**src/rtl/bin_to_bcd_seq.sv**
```systemverilog
// Sequential binary-to-BCD converter (double-dabble), one input bit per clock.
// Optional overflow output is enabled by defining BIN_TO_BCD_OVF_CHECK_EN.
module bin_to_bcd_seq #(
    parameter int BIN_W  = 16,
    parameter int DIGITS = 5
) (
    input  logic                  clk,
    input  logic                  rst,
    input  logic                  start,
    input  logic [BIN_W-1:0]      bin,
    output logic                  busy,
    output logic                  done,
    output logic [DIGITS*4-1:0]   bcd
`ifdef BIN_TO_BCD_OVF_CHECK_EN
    ,
    output logic                  overflow
`endif
);

    localparam int SW    = DIGITS * 4;
    localparam int CNT_W = $clog2(BIN_W + 1);

    typedef enum logic {
        IDLE  = 1'b0,
        SHIFT = 1'b1
    } state_t;

    state_t             state_reg;
    state_t             state_next;
    logic [BIN_W-1:0]   sr_reg;
    logic [SW-1:0]      scratch_reg;
    logic [CNT_W-1:0]   cnt_reg;
    logic               done_reg;
    logic [SW-1:0]      bcd_reg;
    logic [SW-1:0]      adj;
    logic [SW:0]        shift_full;
    logic               accept;
    logic               last;

    // Each digit >= 5 gets +3 in 4-bit arithmetic; max result is 12, so no carry out.
    generate
        for (genvar gi = 0; gi < DIGITS; gi++) begin : g_adj
            assign adj[gi*4 +: 4] = (scratch_reg[gi*4 +: 4] >= 4'd5)
                                  ? scratch_reg[gi*4 +: 4] + 4'd3
                                  : scratch_reg[gi*4 +: 4];
        end
    endgenerate

    // Bit SW is what falls out of the top digit; it is dropped from the result.
    assign shift_full = {adj, sr_reg[BIN_W-1]};

    always_comb begin
        state_next = state_reg;
        accept     = 1'b0;
        last       = 1'b0;
        case (state_reg)
            IDLE: begin
                if (start) begin
                    accept     = 1'b1;
                    state_next = SHIFT;
                end
            end
            SHIFT: begin
                if (cnt_reg == CNT_W'(BIN_W - 1)) begin
                    last       = 1'b1;
                    state_next = IDLE;
                end
            end
            default: state_next = IDLE;
        endcase
    end

    always_ff @(posedge clk) begin
        if (rst) begin
            state_reg <= IDLE;
        end else begin
            state_reg <= state_next;
        end
    end

    always_ff @(posedge clk) begin
        if (rst) begin
            sr_reg      <= '0;
            scratch_reg <= '0;
            cnt_reg     <= '0;
            done_reg    <= 1'b0;
            bcd_reg     <= '0;
        end else begin
            done_reg <= last;
            if (accept) begin
                sr_reg      <= bin;
                scratch_reg <= '0;
                cnt_reg     <= '0;
            end else if (state_reg == SHIFT) begin
                sr_reg      <= sr_reg << 1;
                scratch_reg <= shift_full[SW-1:0];
                cnt_reg     <= cnt_reg + CNT_W'(1);
                if (last) begin
                    bcd_reg <= shift_full[SW-1:0];
                end
            end
        end
    end

`ifdef BIN_TO_BCD_OVF_CHECK_EN
    logic ovf_acc_reg;
    logic ovf_reg;

    // Sticky across one conversion; published only on the done edge.
    always_ff @(posedge clk) begin
        if (rst) begin
            ovf_acc_reg <= 1'b0;
            ovf_reg     <= 1'b0;
        end else if (accept) begin
            ovf_acc_reg <= 1'b0;
        end else if (state_reg == SHIFT) begin
            ovf_acc_reg <= ovf_acc_reg | shift_full[SW];
            if (last) begin
                ovf_reg <= ovf_acc_reg | shift_full[SW];
            end
        end
    end

    assign overflow = ovf_reg;
`else
    logic unused_spill;
    assign unused_spill = shift_full[SW];
`endif

    assign busy = (state_reg == SHIFT);
    assign done = done_reg;
    assign bcd  = bcd_reg;

endmodule

```
**config.mk**
```make
export PLATFORM = sky130hd
export DESIGN_NAME = bin_to_bcd_seq
export DESIGN_NICKNAME = d
export VERILOG_FILES = /design/src/rtl/bin_to_bcd_seq.sv
export SDC_FILE = /design/constraint.sdc
export NUM_CORES = 1
export LEC_CHECK = 0
export ABC_AREA = 1
export CAP_MARGIN = 20
export CORE_MARGIN = 2
export CORE_UTILIZATION = 40
export CTS_CLUSTER_SIZE = 24
export DETAILED_ROUTE_END_ITERATION = 12
export HOLD_SLACK_MARGIN = 0.08
export SYNTH_ARGS = -nofsm -noshare
export SYNTH_HDL_FRONTEND = slang
export SYNTH_SLANG_ARGS = --single-unit
```
**constraint.sdc**
```tcl
create_clock -name clk -period 1.6 [get_ports clk]
set_clock_uncertainty 0.05 [all_clocks]
set_input_delay 0.16 -clock clk [delete_from_list [all_inputs] [get_ports clk]]
set_output_delay 0.16 -clock clk [all_outputs]
set_load 0.02 [all_outputs]
```
# == After elaboration in Yosys (flattened, before gate mapping) ==
# Cells that the tools add are included.
# totals
ff_bits,63
word_cells,36
# classes
order_cmp,5
addsub,6
n_reduce_logical,3
n_bitwise,2
eq_ne,1
muxes,13
# ops
op,count
$mux 16,2
$ge 4x3->1 const B,5
$add 4x2->4 const B,4
$mux 4,4
$add 5x1->5 const B,1
$eq 5x4->1 const B,1
$mux 1,5
$add 3x2->3 const B,1
$mux 3,1
$reduce_and 3->1,1
$not 1->1,2
$pmux 1 s2,1
$reduce_bool 2->1,1
$reduce_or 2->1,1

# == Depth between registers and ports, before layout ==
# depth
ltp_word,4
ltp_mapped,9
mapped_depth_nobuf,9

# == Worst setup path after synthesis ==
# OpenSTA, ideal clock, no wires.
# synth_timing
kind,register to register
start,register cnt_reg[0]
end,register bcd_reg[0] (netlist: bcd[0])
stages_incl_launch_ff,9
path_slack_ns,0.142
setup_ns,0.059
arrival_ns,1.349
path_cell_list,dfxtp_1 ha_1 and3_1 ha_1 nand2_1 nand2_1 inv_1 buf_2 a22o_1
# synth_via
elab_chain_cells,4
# synth_lines
item,line_no,source
start: declaration,32,logic [CNT_W-1:0] cnt_reg;
start signal: assignment,97,cnt_reg <= cnt_reg + CNT_W'(1);
$eq 5x4->1,64,if (cnt_reg == CNT_W'(BIN_W - 1)) begin
$mux 1,64,
$mux 1,56,case (state_reg)
$reduce_and 3->1 (no line),n/a,
end signal: assignment,99,bcd_reg <= shift_full[SW-1:0];
end: declaration,34,logic [SW-1:0] bcd_reg;
# No other way between the ends.
# A chain may end at the register's enable or synchronous reset.

# == Final worst setup path ==
# Same ends and word-level chain as after synthesis.

==> results.md <==
- Of all nets on the critical path, the largest fanout is 5.
- After filler insertion, the fill cell instance count of the layout stands at 782.
- The final wirelength is 6.413 mm.
- After legalization and detailed placement, the total HPWL measured 4.428 mm.
- The synthesis-stage register bit count is 63.
- The analysis attributes to cell leakage a power of 0.001916 uW.
- Final hold analysis gives a worst-case slack of 0.3361 ns.
- The number of clock buffers inserted by TritonCTS is 9.
- CTS placed an instance of clkbuf_8 at the clock tree root.
- The final weighted congestion in routability-driven placement is 0.8732.
- By startpoint and endpoint, the worst setup path is classified as reg -> reg.
- The post-synthesis instance area is 3014 um^2.
- IR analysis of the VDD net gives a maximum drop of 0.4410 mV.
- The net total in the final layout is 525.
- The number of port buffers is 40.
- The run finished with clean final reports.
- The number of sinks driven by the clock tree is 63.
- CTS built an H-tree with a depth of 3.
- Counting every net in the synthesized netlist gives 473.
- The unique cell type count in the Yosys netlist is 24.
- The required arrival time at the worst endpoint is 1.78 ns.
- The deepest clock path buffer count is 2.
- Across the run, the number of max-cap violations was 0.
- The die covers 8246 um^2.
- The global-route wire length before repair is 11.40 mm.
- The initial core utilization is 41.33%.
- In this run the most used layer during global routing was met2.
- The final hold violation count is 0.
- The critical path launch point is cnt_reg[0].
- The proportion of power drawn by flip-flops and latches is 45.5%.
- The number of DRC violations after detailed-routing iteration 0 is 118.
- The mean post-synth cell area is 6.819 um^2.
- Timing would allow up to 660.8 MHz.
- The met3 routing resource usage after global routing is 3.088%.
- The number of hold buffers added after cts is 0.
- Yosys attributes the largest share of cell area to dfxtp_1 (42%), nand2_1 (21%), inv_1 (8.0%).
- The worst register-to-register path begins at cnt_reg[0].
- The internal power component is 2774 uW.
- Headroom to the max-slew limit came out at 80.96%.
- The worst setup path is captured at a register.
- The number of antenna diodes in the final layout is 0.
- For this run, the total global-route usage over all layers was measured as 16.72%.
- The TritonCTS clock tree is done.
- The count of nets left with antenna violations once routing finished came out at 0.
- The total power divided by cell area is 944.1 nW/um^2.
- The actual transition at the worst max-transition pin is 0.2848 ns.
- After clock tree synthesis, the clock-pin slew on the worst setup and hold paths is 0.07 ns.
- After technology mapping, the gate count stands at 442.
- Global routing used 28.79% of the available met2 tracks.
- The floorplan die width is 90.81 um.
- The number of synthesis warnings is 0.
- The minimum clock period after layout is 1.513 ns.
- The share of the synthesized area in the top cell type is 41.84%.
- Summed over all nets, the switching power comes to 879.9 uW.
- Entering global routing, the biggest net connects 28 pins.
- The total core area is 7292 um^2.
- The relative contribution of the clock network to total power is 42.5%.
- Summing over every cut layer, the via total after detailed routing is 2814.
- dfxtp_1 takes more of the synthesized area than any other cell.
- After detailed routing, the number of remaining DRC violations is 0.
- The number of max-slew violations in the final report is 0.
- The number of antenna violations at the first check in global routing is 0.
- After detailed routing, the number of vias per cell comes to 4.706.
- The first TritonRoute pass finished after 4 iterations.
- The startpoint identified for the worst hold timing path is bin[0].
- The path class of the lowest-slack min-delay path is in -> reg.
- For the worst setup path, the data arrival time is 1.69 ns.
- The aggregate global routing overflow is 0.
- The combinational fraction of design power is 12.0%.
- The layout overhead on the synthesized area is 28.39%.
- The count of standard-cell rows is 31.
- The via count of the first global-routing pass is 2714.
- The number of top-level design ports is 41.
- The sequential-to-total area share from yosys stat is 41.84%.
- STA classifies the critical path startpoint as a register.
- The final-layout setup total negative slack is 0 ns.
- The die is 90.81 um tall.
- The number of setup violations in the final report is 0.
- Net switching is 24.08% of the power.
- The global-route met1 utilization is 19.90%.
- After layout, the worst path uses 94.58% of the clock period.
- Dividing the detail-routed wire length by the instance count gives 10.72 um.
- Of the cells placed in the final design, the portion with a size suffix greater than 1 is 8.818%.
- At the later pin of the worst-skew pair, clock insertion delay measures 0.34 ns.
## cells by family (layout without fill, tap and decap cells)
group           after synthesis  count (layout)  share of synthesized area, %
compound gates               44              44                         7.887
simple gates                241             241                         33.37
fa+ha+maj                    12              12                         4.981
flops                        63              63                         41.84
buf+inv                      80             137                         11.33
xor+xnor                      2               2                        0.5813
## critical path, stage by stage (launching register included)
cell and delay, ns:
dfxtp_2 0.36, ha_4 0.14, and3_1 0.15, ha_1 0.15, nand2_2 0.08, nand2_2 0.10
inv_4 0.06, clkbuf_16 0.15, a22o_1 0.17
## layout by cell type, fill, tap and decap left out, types with 3 or more instances in the layout
cell / n
a21oi_1: 20
clkdlybuf4s50_1: 39
o21ai_0: 19
nand2_1: 170
nor2_4: 3
ha_1: 11
clkbuf_8: 11
nand3_1: 38
dfxtp_1: 61
nor2_1: 13
a21oi_2: 3
buf_4: 11
nand4_1: 11
inv_1: 62
## synth_stat cells
cell type,number
inv_1,64
ha_1,12
clkinv_1,1
xnor2_1,1
buf_6,2
nand2_1,172
a22o_1,1
o21a_1,1
nor2_2,2
nor2_4,2
dfxtp_1,63
xor2_1,1
inv_4,1
nand3_1,38
buf_2,7
a21oi_1,20
nor3_1,1
clkbuf_1,1
a21oi_2,3
and3_1,2
nor2_1,13
buf_4,4
o21ai_0,19
nand4_1,11
## metal layers
layer / part of all wire (%) / vias up
met5: 0 / -
li1: - / 1481
met2: 46 / 46
met1: 48 / 1275
met4: 1.9 / 0
met3: 3.4 / 12
## area by class of cell
class / instances / area (um^2) / share of cell area [%]
inverter: 66 / 252.7 / 6.531
timing repair buffer: 55 / 571.8 / 14.78
multi-input combinational: 299 / 1434 / 37.05
clock inverter: 3 / 65.06 / 1.681
tap: 99 / 123.9 / 3.201
clock buffer: 13 / 158.9 / 4.106
sequential: 63 / 1264 / 32.65
## through the flow
step	setup slack, ns	utilization, %	instance area, um^2	cells	total power (uW)
global route	-0.007273	53.07	3870	598	3841
CTS	0.05434	52.01	3792	596	3686
finish	0.08668	53.07	3870	598	3654
floorplan	0.1416	-	3014	442	1979
detailed placement	0.06467	48.95	3570	580	2118
global placement	0.1064	48.95	3570	580	2114
## timing repair
item                                    4_1_cts  5_1_grt
pin swaps                                     0        0
gates cloned                                  0        2
buffers inserted                              0        0
endpoints found under the setup margin        1       19
gates resized for setup                       1       10
## power groups by stage
stage	clock [uW]	sequential, uW	combinational, uW
2_1_floorplan	0	1690	290
3_3_place_gp	0	1700	419
3_5_place_dp	0	1690	423
4_1_cts	1600	1660	423
5_1_grt	1660	1670	509
6_report	1550	1660	438
## worst paths after layout
kind	slack (ns)	cells past startpoint	endpoint
max	0.09	8	bcd[0]
min	0.34	3	sr_reg[0]
max reg2reg	0.09	8	bcd[0]
min reg2reg	0.40	2	bcd[9]
(Power assumes the default switching activity.)
